==> src/rtl/bingo_pf_scheduler_if.sv <==
// bingo_pf_scheduler_if: demand, prefetch and lower-level request signals of the scheduler.
interface bingo_pf_scheduler_if #(parameter int WIDTH = 64);
  logic [WIDTH-1:0] up_address;
  logic             up_valid;
  logic             up_miss;
  logic             up_ready;
  logic [WIDTH-1:0] pf_address;
  logic             pf_valid;
  logic             pf_ready;
  logic             lo_ready;
  logic [WIDTH-1:0] lo_req_address;
  logic             lo_req_valid;
  logic             lo_req_prefetch;
  logic [15:0]      pf_issued_count;
  logic [15:0]      pf_dropped_count;
  modport master (
    output up_address, up_valid, up_miss, pf_address, pf_valid, lo_ready,
    input  up_ready, pf_ready, lo_req_address, lo_req_valid, lo_req_prefetch,
           pf_issued_count, pf_dropped_count
  );
  modport slave (
    input  up_address, up_valid, up_miss, pf_address, pf_valid, lo_ready,
    output up_ready, pf_ready, lo_req_address, lo_req_valid, lo_req_prefetch,
           pf_issued_count, pf_dropped_count
  );
endinterface

==> src/rtl/bingo_pf_scheduler.sv <==
// bingo_pf_scheduler: shares the lower-level port between demand misses and queued Bingo prefetches,
// with duplicate filtering, demand squash of queued prefetches and a starvation guard.
module bingo_pf_scheduler #(
  parameter int WIDTH        = 64,
  parameter int QUEUE_DEPTH  = 8,
  parameter int BLOCK_OFFSET = 6,
  parameter int STARVE_LIMIT = 4
) (
  input logic clk,
  input logic rst,
  bingo_pf_scheduler_if.slave bus
);
  localparam int AW = $clog2(QUEUE_DEPTH);
  localparam int SW = $clog2(STARVE_LIMIT + 1);
  localparam logic [WIDTH-1:0] MASK = ~((WIDTH'(1) << BLOCK_OFFSET) - WIDTH'(1));
  localparam logic [1:0] IDLE = 2'd0, DEMAND = 2'd1, PREFETCH = 2'd2;
  logic [WIDTH-1:0] q_blk [QUEUE_DEPTH];
  logic [QUEUE_DEPTH-1:0] q_vld, q_hit, sq_hit, enq_mask, pop_mask;
  logic [AW:0] wr_ptr, rd_ptr;
  logic [AW-1:0] wr_idx, rd_idx;
  logic [SW-1:0] streak;
  logic [1:0] state;
  logic [WIDTH-1:0] out_addr, dem_blk, pf_blk;
  logic [15:0] issued, dropped;
  logic [16:0] drop_sum;
  logic [1:0] drop_inc;
  logic full, empty, out_valid, can_load, dem_req, head_valid, head_skip;
  logic grant_dem, grant_pf, push, dup, enq, pop;
  assign wr_idx     = wr_ptr[AW-1:0];
  assign rd_idx     = rd_ptr[AW-1:0];
  assign dem_blk    = bus.up_address & MASK;
  assign pf_blk     = bus.pf_address & MASK;
  assign full       = (wr_ptr[AW] != rd_ptr[AW]) && (wr_idx == rd_idx);
  assign empty      = wr_ptr == rd_ptr;
  assign out_valid  = state != IDLE;
  assign can_load   = !out_valid || bus.lo_ready;
  assign dem_req    = bus.up_valid && bus.up_miss;
  assign head_valid = !empty && q_vld[rd_idx];
  assign head_skip  = !empty && !q_vld[rd_idx];
  assign grant_dem  = can_load && dem_req && (!head_valid || streak < SW'(STARVE_LIMIT));
  assign grant_pf   = can_load && head_valid && (!dem_req || streak == SW'(STARVE_LIMIT));
  assign pop        = grant_pf || head_skip;
  assign push       = bus.pf_valid && bus.pf_ready;
  always_comb begin
    q_hit  = '0;
    sq_hit = '0;
    for (int i = 0; i < QUEUE_DEPTH; i++) begin
      q_hit[i]  = q_vld[i] && q_blk[i] == pf_blk;
      sq_hit[i] = grant_dem && q_vld[i] && q_blk[i] == dem_blk;
    end
  end
  // Filter sees pre-edge queue and output register, plus the demand granted this very cycle.
  assign dup      = |q_hit || (out_valid && out_addr == pf_blk) || (grant_dem && dem_blk == pf_blk);
  assign enq      = push && !dup;
  assign enq_mask = enq ? QUEUE_DEPTH'(1) << wr_idx : '0;
  assign pop_mask = pop ? QUEUE_DEPTH'(1) << rd_idx : '0;
  assign drop_inc = {1'b0, push && dup} + {1'b0, |sq_hit};
  assign drop_sum = {1'b0, dropped} + 17'(drop_inc);
  always_ff @(posedge clk)
    if (enq) q_blk[wr_idx] <= pf_blk;
  always_ff @(posedge clk or negedge rst) begin
    if (!rst) begin
      q_vld    <= '0;
      wr_ptr   <= '0;
      rd_ptr   <= '0;
      streak   <= '0;
      state    <= IDLE;
      out_addr <= '0;
      issued   <= '0;
      dropped  <= '0;
    end else begin
      q_vld  <= (q_vld & ~sq_hit & ~pop_mask) | enq_mask;
      wr_ptr <= wr_ptr + (AW+1)'(enq);
      rd_ptr <= rd_ptr + (AW+1)'(pop);
      streak <= (grant_pf || !head_valid) ? '0 : grant_dem ? streak + SW'(1) : streak;
      if (can_load) begin
        state    <= grant_dem ? DEMAND : grant_pf ? PREFETCH : IDLE;
        out_addr <= grant_dem ? dem_blk : grant_pf ? q_blk[rd_idx] : out_addr;
      end
      if (state == PREFETCH && bus.lo_ready && issued != 16'hFFFF) issued <= issued + 16'd1;
      dropped <= drop_sum[16] ? 16'hFFFF : drop_sum[15:0];
    end
  end
  assign bus.up_ready         = rst && grant_dem;
  assign bus.pf_ready         = rst && !full;
  assign bus.lo_req_valid     = out_valid;
  assign bus.lo_req_prefetch  = state == PREFETCH;
  assign bus.lo_req_address   = out_addr;
  assign bus.pf_issued_count  = issued;
  assign bus.pf_dropped_count = dropped;
endmodule

==> src/flat_wrapper.sv <==
// flat-port wrapper written by rule: the top's interface ports become plain ports
module bingo_pf_scheduler_flat 
#(
  parameter int WIDTH        = 64,
  parameter int QUEUE_DEPTH  = 8,
  parameter int BLOCK_OFFSET = 6,
  parameter int STARVE_LIMIT = 4
)
  (clk, rst, bus_up_address, bus_up_valid, bus_up_miss, bus_pf_address, bus_pf_valid, bus_lo_ready, bus_up_ready, bus_pf_ready, bus_lo_req_address, bus_lo_req_valid, bus_lo_req_prefetch, bus_pf_issued_count, bus_pf_dropped_count);
  bingo_pf_scheduler_if #(.WIDTH(WIDTH)) bus_i ();
  input logic clk;
  input logic rst;
  input wire logic [$bits(bus_i.up_address)-1:0] bus_up_address;
  input wire logic [$bits(bus_i.up_valid)-1:0] bus_up_valid;
  input wire logic [$bits(bus_i.up_miss)-1:0] bus_up_miss;
  input wire logic [$bits(bus_i.pf_address)-1:0] bus_pf_address;
  input wire logic [$bits(bus_i.pf_valid)-1:0] bus_pf_valid;
  input wire logic [$bits(bus_i.lo_ready)-1:0] bus_lo_ready;
  output wire logic [$bits(bus_i.up_ready)-1:0] bus_up_ready;
  output wire logic [$bits(bus_i.pf_ready)-1:0] bus_pf_ready;
  output wire logic [$bits(bus_i.lo_req_address)-1:0] bus_lo_req_address;
  output wire logic [$bits(bus_i.lo_req_valid)-1:0] bus_lo_req_valid;
  output wire logic [$bits(bus_i.lo_req_prefetch)-1:0] bus_lo_req_prefetch;
  output wire logic [$bits(bus_i.pf_issued_count)-1:0] bus_pf_issued_count;
  output wire logic [$bits(bus_i.pf_dropped_count)-1:0] bus_pf_dropped_count;
  assign bus_i.up_address = bus_up_address;
  assign bus_i.up_valid = bus_up_valid;
  assign bus_i.up_miss = bus_up_miss;
  assign bus_i.pf_address = bus_pf_address;
  assign bus_i.pf_valid = bus_pf_valid;
  assign bus_i.lo_ready = bus_lo_ready;
  assign bus_up_ready = bus_i.up_ready;
  assign bus_pf_ready = bus_i.pf_ready;
  assign bus_lo_req_address = bus_i.lo_req_address;
  assign bus_lo_req_valid = bus_i.lo_req_valid;
  assign bus_lo_req_prefetch = bus_i.lo_req_prefetch;
  assign bus_pf_issued_count = bus_i.pf_issued_count;
  assign bus_pf_dropped_count = bus_i.pf_dropped_count;
  bingo_pf_scheduler #(.WIDTH(WIDTH), .QUEUE_DEPTH(QUEUE_DEPTH), .BLOCK_OFFSET(BLOCK_OFFSET), .STARVE_LIMIT(STARVE_LIMIT)) u_core (.clk(clk), .rst(rst), .bus(bus_i));
endmodule
==> config.mk <==
export PLATFORM = sky130hd
export DESIGN_NAME = bingo_pf_scheduler_flat
export DESIGN_NICKNAME = d
export VERILOG_FILES = /design/src/rtl/bingo_pf_scheduler_if.sv /design/src/rtl/bingo_pf_scheduler.sv /design/src/flat_wrapper.sv
export SDC_FILE = /design/constraint.sdc
export NUM_CORES = 2
export LEC_CHECK = 0
export BUFFER_PORTS_ARGS = -buffer_cell sky130_fd_sc_hd__buf_2
export CORE_UTILIZATION = 35
export DETAILED_ROUTE_END_ITERATION = 10
export HOLD_SLACK_MARGIN = 0.06
export PLACE_DENSITY = 0.57
export SLEW_MARGIN = 20
export SYNTH_ARGS = -nofsm -noshare
export SYNTH_HDL_FRONTEND = slang
export SYNTH_SLANG_ARGS = --single-unit
export TNS_END_PERCENT = 50
==> constraint.sdc <==
create_clock -name clk -period 12.25 [get_ports clk]
set_clock_uncertainty 0.05 [all_clocks]
set_input_delay 0.6125 -clock clk [delete_from_list [all_inputs] [get_ports clk]]
set_output_delay 0.6125 -clock clk [all_outputs]
set_load 0.01 [all_outputs]
* Yosys cells after proc, flatten, opt, wreduce, memory -nomap -nowiden *
Memory sizes are Yosys's and may differ from the RTL's.
Index checks and enable logic that the tools add are counted.
Widths: inputs -> output; s select.

storage, ports and cells
  input bits = 134
  memory bits (writable) = 464
  output and inout bits = 100
  memories = 1
  register bits = 117
  word-level logic and storage cells = 122

memory list
  memory        words  width  rd ports  clocked after Yosys merged registers in  wr ports  line                      RTL
  u_core.q_blk  8      58     9         0                                        1         bingo_pf_scheduler.sv:17  logic [WIDTH-1:0] q_blk [QUEUE_DEPTH];

cells by class
  muxes and demuxes = 13
  add/subtract/negate cells = 6
  $lt $le $gt $ge = 2
  shift-type cells = 2
  eq/ne operators = 24
  reductions and logical operators = 61
  bitwise logic cells = 5

operators by type and width
  cell                   count
  $eq 64x64->1           17
  $mux 64                2
  $eq 58x58->1           1
  $logic_and 1x1->1      41
  $add 16x2->17          1
  $add 16x1->16 const B  1
  $and 8x8->8            2
  $mux 16                1
  $mux 8                 2
  $ne 16x16->1 const B   1
  $not 8->8              2
  $reduce_or 8->1        2
  $shl 1x3->8 const A    2
  $add 4x1->4            2
  $or 8x8->8             1
  $logic_not 1->1        7
  $logic_or 1x1->1       7
  $mux 3                 2
  $reduce_bool 2->1      3
  $eq 4x4->1             1
  $lt 3x4->1 const B     1
  $mux 2                 2
  $add 3x1->3 const B    1
  $bmux 1 s3             1
  other kinds (8)        10

* Depth between registers and ports, before layout *
  word-level depth = 12
  gate-level depth with buffers = 16

* Least setup slack after synthesis *
No wires, ideal clock.

  path kind = input port to flip-flop
  start = input port bus_pf_address[19]
  end = memory u_core.q_blk[0][0] (netlist name) (enable)
  slack = 5404 ps
  arrival = 6250 ps
  data required time = 11654 ps
  stages = 10
  path buffers = 3
  cells stage by stage = buf_2 -> inv_1 -> o22ai_1 -> and4b_1 -> nand4_1 -> o32ai_1 -> or4_1 -> buf_2 -> buf_2 -> nor3_1

on the way
  longest elaborated chain between the ends = 9
  elaborated cells between the ends (all ways) = 27
  those cells by class = eq/ne: 10; mux: 2; reduce/logical: 15

ends and longest elaborated chain
  element                           line                      RTL
  start: declaration                flat_wrapper.sv:16        input wire logic [$bits(bus_i.pf_address)-1:0] bus_pf_address;
  $eq 64x64->1                      bingo_pf_scheduler.sv:48  q_hit[i] = q_vld[i] && q_blk[i] == pf_blk;
  $logic_and 1x1->1                 bingo_pf_scheduler.sv:48
  $reduce_or 8->1                   bingo_pf_scheduler.sv:53  assign dup = |q_hit || (out_valid && out_addr == pf_blk) || (grant_dem && dem_blk == pf_blk);
  $logic_or 1x1->1                  bingo_pf_scheduler.sv:53
  $logic_or 1x1->1 (*)              bingo_pf_scheduler.sv:53
  $logic_not 1->1 (*)               bingo_pf_scheduler.sv:54  assign enq = push && !dup;
  $logic_and 1x1->1 (*)             bingo_pf_scheduler.sv:54
  $mux 1 (*)                        bingo_pf_scheduler.sv:60  if (enq) q_blk[wr_idx] <= pf_blk;
  $mux 1 (implied by the code) (*)  bingo_pf_scheduler.sv:60
  end: declaration                  bingo_pf_scheduler.sv:17

Mark *: on every way between the ends. The rest lies on a longest branch, timed or not.

==> summary.md <==
| Metric | Value |
|---|---|
| Clock sink count | `~580` |
| CP Launch Type | `flip-flop` |
| Post-Syn Area per Cell | `12.2 µm²` |
| Clk root buf | `clkbuf_16` |
| Setup TNS | `0 ns` |
| Top cells by area, synth | `edfxtp_1 (40%), xnor2_1 (13%), dfrtp_1 (8.0%)` |
| I/O pin cnt | `roughly 230` |
| Initial antenna violation count | `27` |
| Slowest-stage cell, CP | `nor4_1` |
| Vias/cell | `~7` |
| Synth area leader | `edfxtp_1` |
| Area growth, synth to finish | `15.4%` |
| Wire length per cell | `between 50 and 60 µm` |
| Share of layout cells above drive strength 1 | `a little under a fifth` |
| Relative slew margins | `around 11%` |
| Filler cell count | `9554` |
| H-Tree Depth | `3` |
| HPWL after DPL | `202000 µm` |
| Final Slew Violations | `0` |
| Cell area after synthesis | `between 0.03 and 0.04 mm²` |
| Detail Route Antenna Nets | `0` |
| Crit-path cells | `xnor2_1 > nand4_1 > nor4_1 > nand3_1 > o32ai_1 > buf_4 > or4_1 > buf_4 > o21ba_2 > fa_1 > ha_1 > and3_1 > nand2_1 > or3_1 > nand2b_1` |
| Tcrit/Tclk final | `52.6%` |
| Most numerous cell in the Yosys netlist | `xnor2_1` |
| Leakage | `0.0140 µW` |
| Rows | `roughly 120` |
| Number of hold buffers added after cts | `1` |
| Type of the worst min-delay path | `primary input to flip-flop` |
| CP Capture Type | `flip-flop` |
| Post-synth top area share | `40.1%` |
| Synth Instances | `about 2900` |
| WP data required | `between 10 and 15 ns` |
| Buffers on Ports | `about 220` |
| Layout Nets | `between 3000 and 4000` |
| CP delay by family, top | `simple AND/OR/NAND/NOR gates` |
| Vias in the first global route | `28000` |
| Pwr dens | `a little over 200 mW/mm²` |
| Fin crit period | `6.44 ns` |
| Top_reg_cell synth | `edfxtp_1` |
| Arrival time worst endpoint | `7.00 ns` |
| GP Congestion | `between 1 and 1.5` |
| Vias post-DR | `around 31000` |
| Top cells by count, synth | `xnor2_1 (517), edfxtp_1 (464), xor2_1 (316)` |
| Drt first-iter violations | `roughly 5900` |
| Seq/Total Area, Yosys | `between 40% and 50%` |
| FMAX | `155 MHz` |
| Die Span X | `~320 µm` |
| Die area | `between 0.1 and 0.15 mm²` |
| Drt first pass iters | `8` |
| Status | `complete, no violations` |
| Cell mode on critical path | `buf_4` |
| Worst-Margin Slew | `approximately 1.3 ns` |
| Clock transition at path regs | `~0.06 ns` |
| Post-CTS setup buffers | `0` |
| CP Buf/Inv Count | `2` |
| Global-route wire length before repair | `323000 µm` |
| Gr usage total | `51.6%` |
| WL final | `between 200000 and 300000 µm` |
| Hold_ws | `between 0.2 and 0.25 ns` |
| Setup violators final | `0` |
| # Max-Cap Violations | `0` |
| Core region area | `around 0.1 mm²` |
| Remaining DRCs | `0` |
| FF+latch count, synth | `575` |
| RSZ-0062 raised after global routing | `no` |
| Overflow after GRT | `0` |
| CTS buffer count | `73` |
| VDD IR max | `approximately 240 µV` |
| Clock Tree Buf Depth | `3` |
| Post_cts resized | `0` |
| Cell variety after synth | `68` |
| Yosys warning total | `0` |
| EDFF count, synth | `between 400 and 500` |
| Initial Util | `a little over a third` |
| CTS tree | `done` |
| CP max stage delay | `approximately 1.1 ns` |
| Largest net degree at the start of global routing | `60` |
| Worst-path fanout max | `18` |
| Asr flop ratio synth | `about a fifth` |
| Chip height | `about 320 µm` |
| Final Hold Violating Endpoints | `0` |
| Worst-skew pair later-pin latency | `~0.70 ns` |
| CP Class | `flip-flop to flip-flop` |
-- state kept, by name, indices dropped and copies added, names as in the netlist --
name                         cells
u_core.bus.lo_req_address       58
u_core.bus.pf_dropped_count     16
u_core.bus.pf_issued_count      16
u_core.q_blk                   464
u_core.q_vld                     8
u_core.rd_ptr                    4
u_core.state                     2
u_core.streak                    3
u_core.wr_ptr                    4
-- where the power goes --
group	switching [µW]	leakage [µW]	internal, µW
clock network	979	0.00128	1460
logic	1750	0.00714	996
registers	640	0.00560	2390
total	3370	0.0140	4840
-- kinds of logic after synthesis --
kind of cell | synth area share, %
xor+xnor | 21.0
compound gates | 7.30
simple gates | 9.84
flops | 48.1
fa+ha+maj | 0.346
mux | 9.48
other cells | 0.0108
buf+inv | 3.92
-- worst paths after layout --
check / startpoint / to / slack [ns] / cells after the start
max: u_core.q_blk[7][31] / u_core.bus.pf_dropped_count[0] / 5.81 / 15
min: bus_lo_ready / u_core.state[0] / 0.22 / 2
max reg2reg: u_core.q_blk[7][31] / u_core.bus.pf_dropped_count[0] / 5.81 / 15
min reg2reg: u_core.bus.pf_issued_count[10] / u_core.bus.pf_issued_count[10] / 0.45 / 1
max in group asynchronous: rst / u_core.bus.lo_req_address[27] / 10.60 / 3
min in group asynchronous: rst / u_core.bus.lo_req_address[34] / 0.32 / 2
-- final cells by class --
cell class	instances	area (µm²)	share of cell area (%)
Antenna cell	13	32.5	0.0811
Sequential cell	575	16700	41.7
Timing Repair Buffer	299	1740	4.33
Clock inverter	33	522	1.30
Inverter	145	544	1.36
Clock buffer	102	2100	5.23
Multi-Input combinational cell	1951	16800	42.0
Tap cell	1287	1610	4.02
-- layout by cell type (no fill, tap or decap), drive strengths merged, types with 19 or more instances in the layout --
master and instances:
a221o 26, a22o 38, buf 298, clkbuf 102, dfrtp 111, edfxtp 464, inv 148, mux2i 59
mux4 118, nand2 74, nand2b 57, nand3 45, nand4 151, nor2 50, nor2b 22, nor3 27
nor4 128, o21ai 19, o221ai 46, o22ai 77, o2bb2ai 31, xnor2 517, xor2 316
-- routing by layer --
layer	track usage (%)	up-vias	wire, µm
li1	-	11100	-
met1	62.8	16100	94200
met2	69.5	3046	102000
met3	22.8	760	37200
met4	43.2	18	27300
met5	0.663	-	207
-- per-stage QoR --
stage | worst slack, ns | cell area (µm²) | instances | total power [µW] | util [%]
floorplan | 5.40 | 34800 | 2855 | 4210 | -
global placement | 5.77 | 37400 | 4255 | 5630 | 38.0
detailed placement | 5.85 | 37400 | 4256 | 5640 | 38.0
CTS | 6.21 | 40000 | 4392 | 8050 | 40.7
global route | 5.96 | 40100 | 4394 | 8260 | 40.7
finish | 5.81 | 40100 | 4405 | 8210 | 40.7
Note: power is estimated with default switching activity, not from simulation.
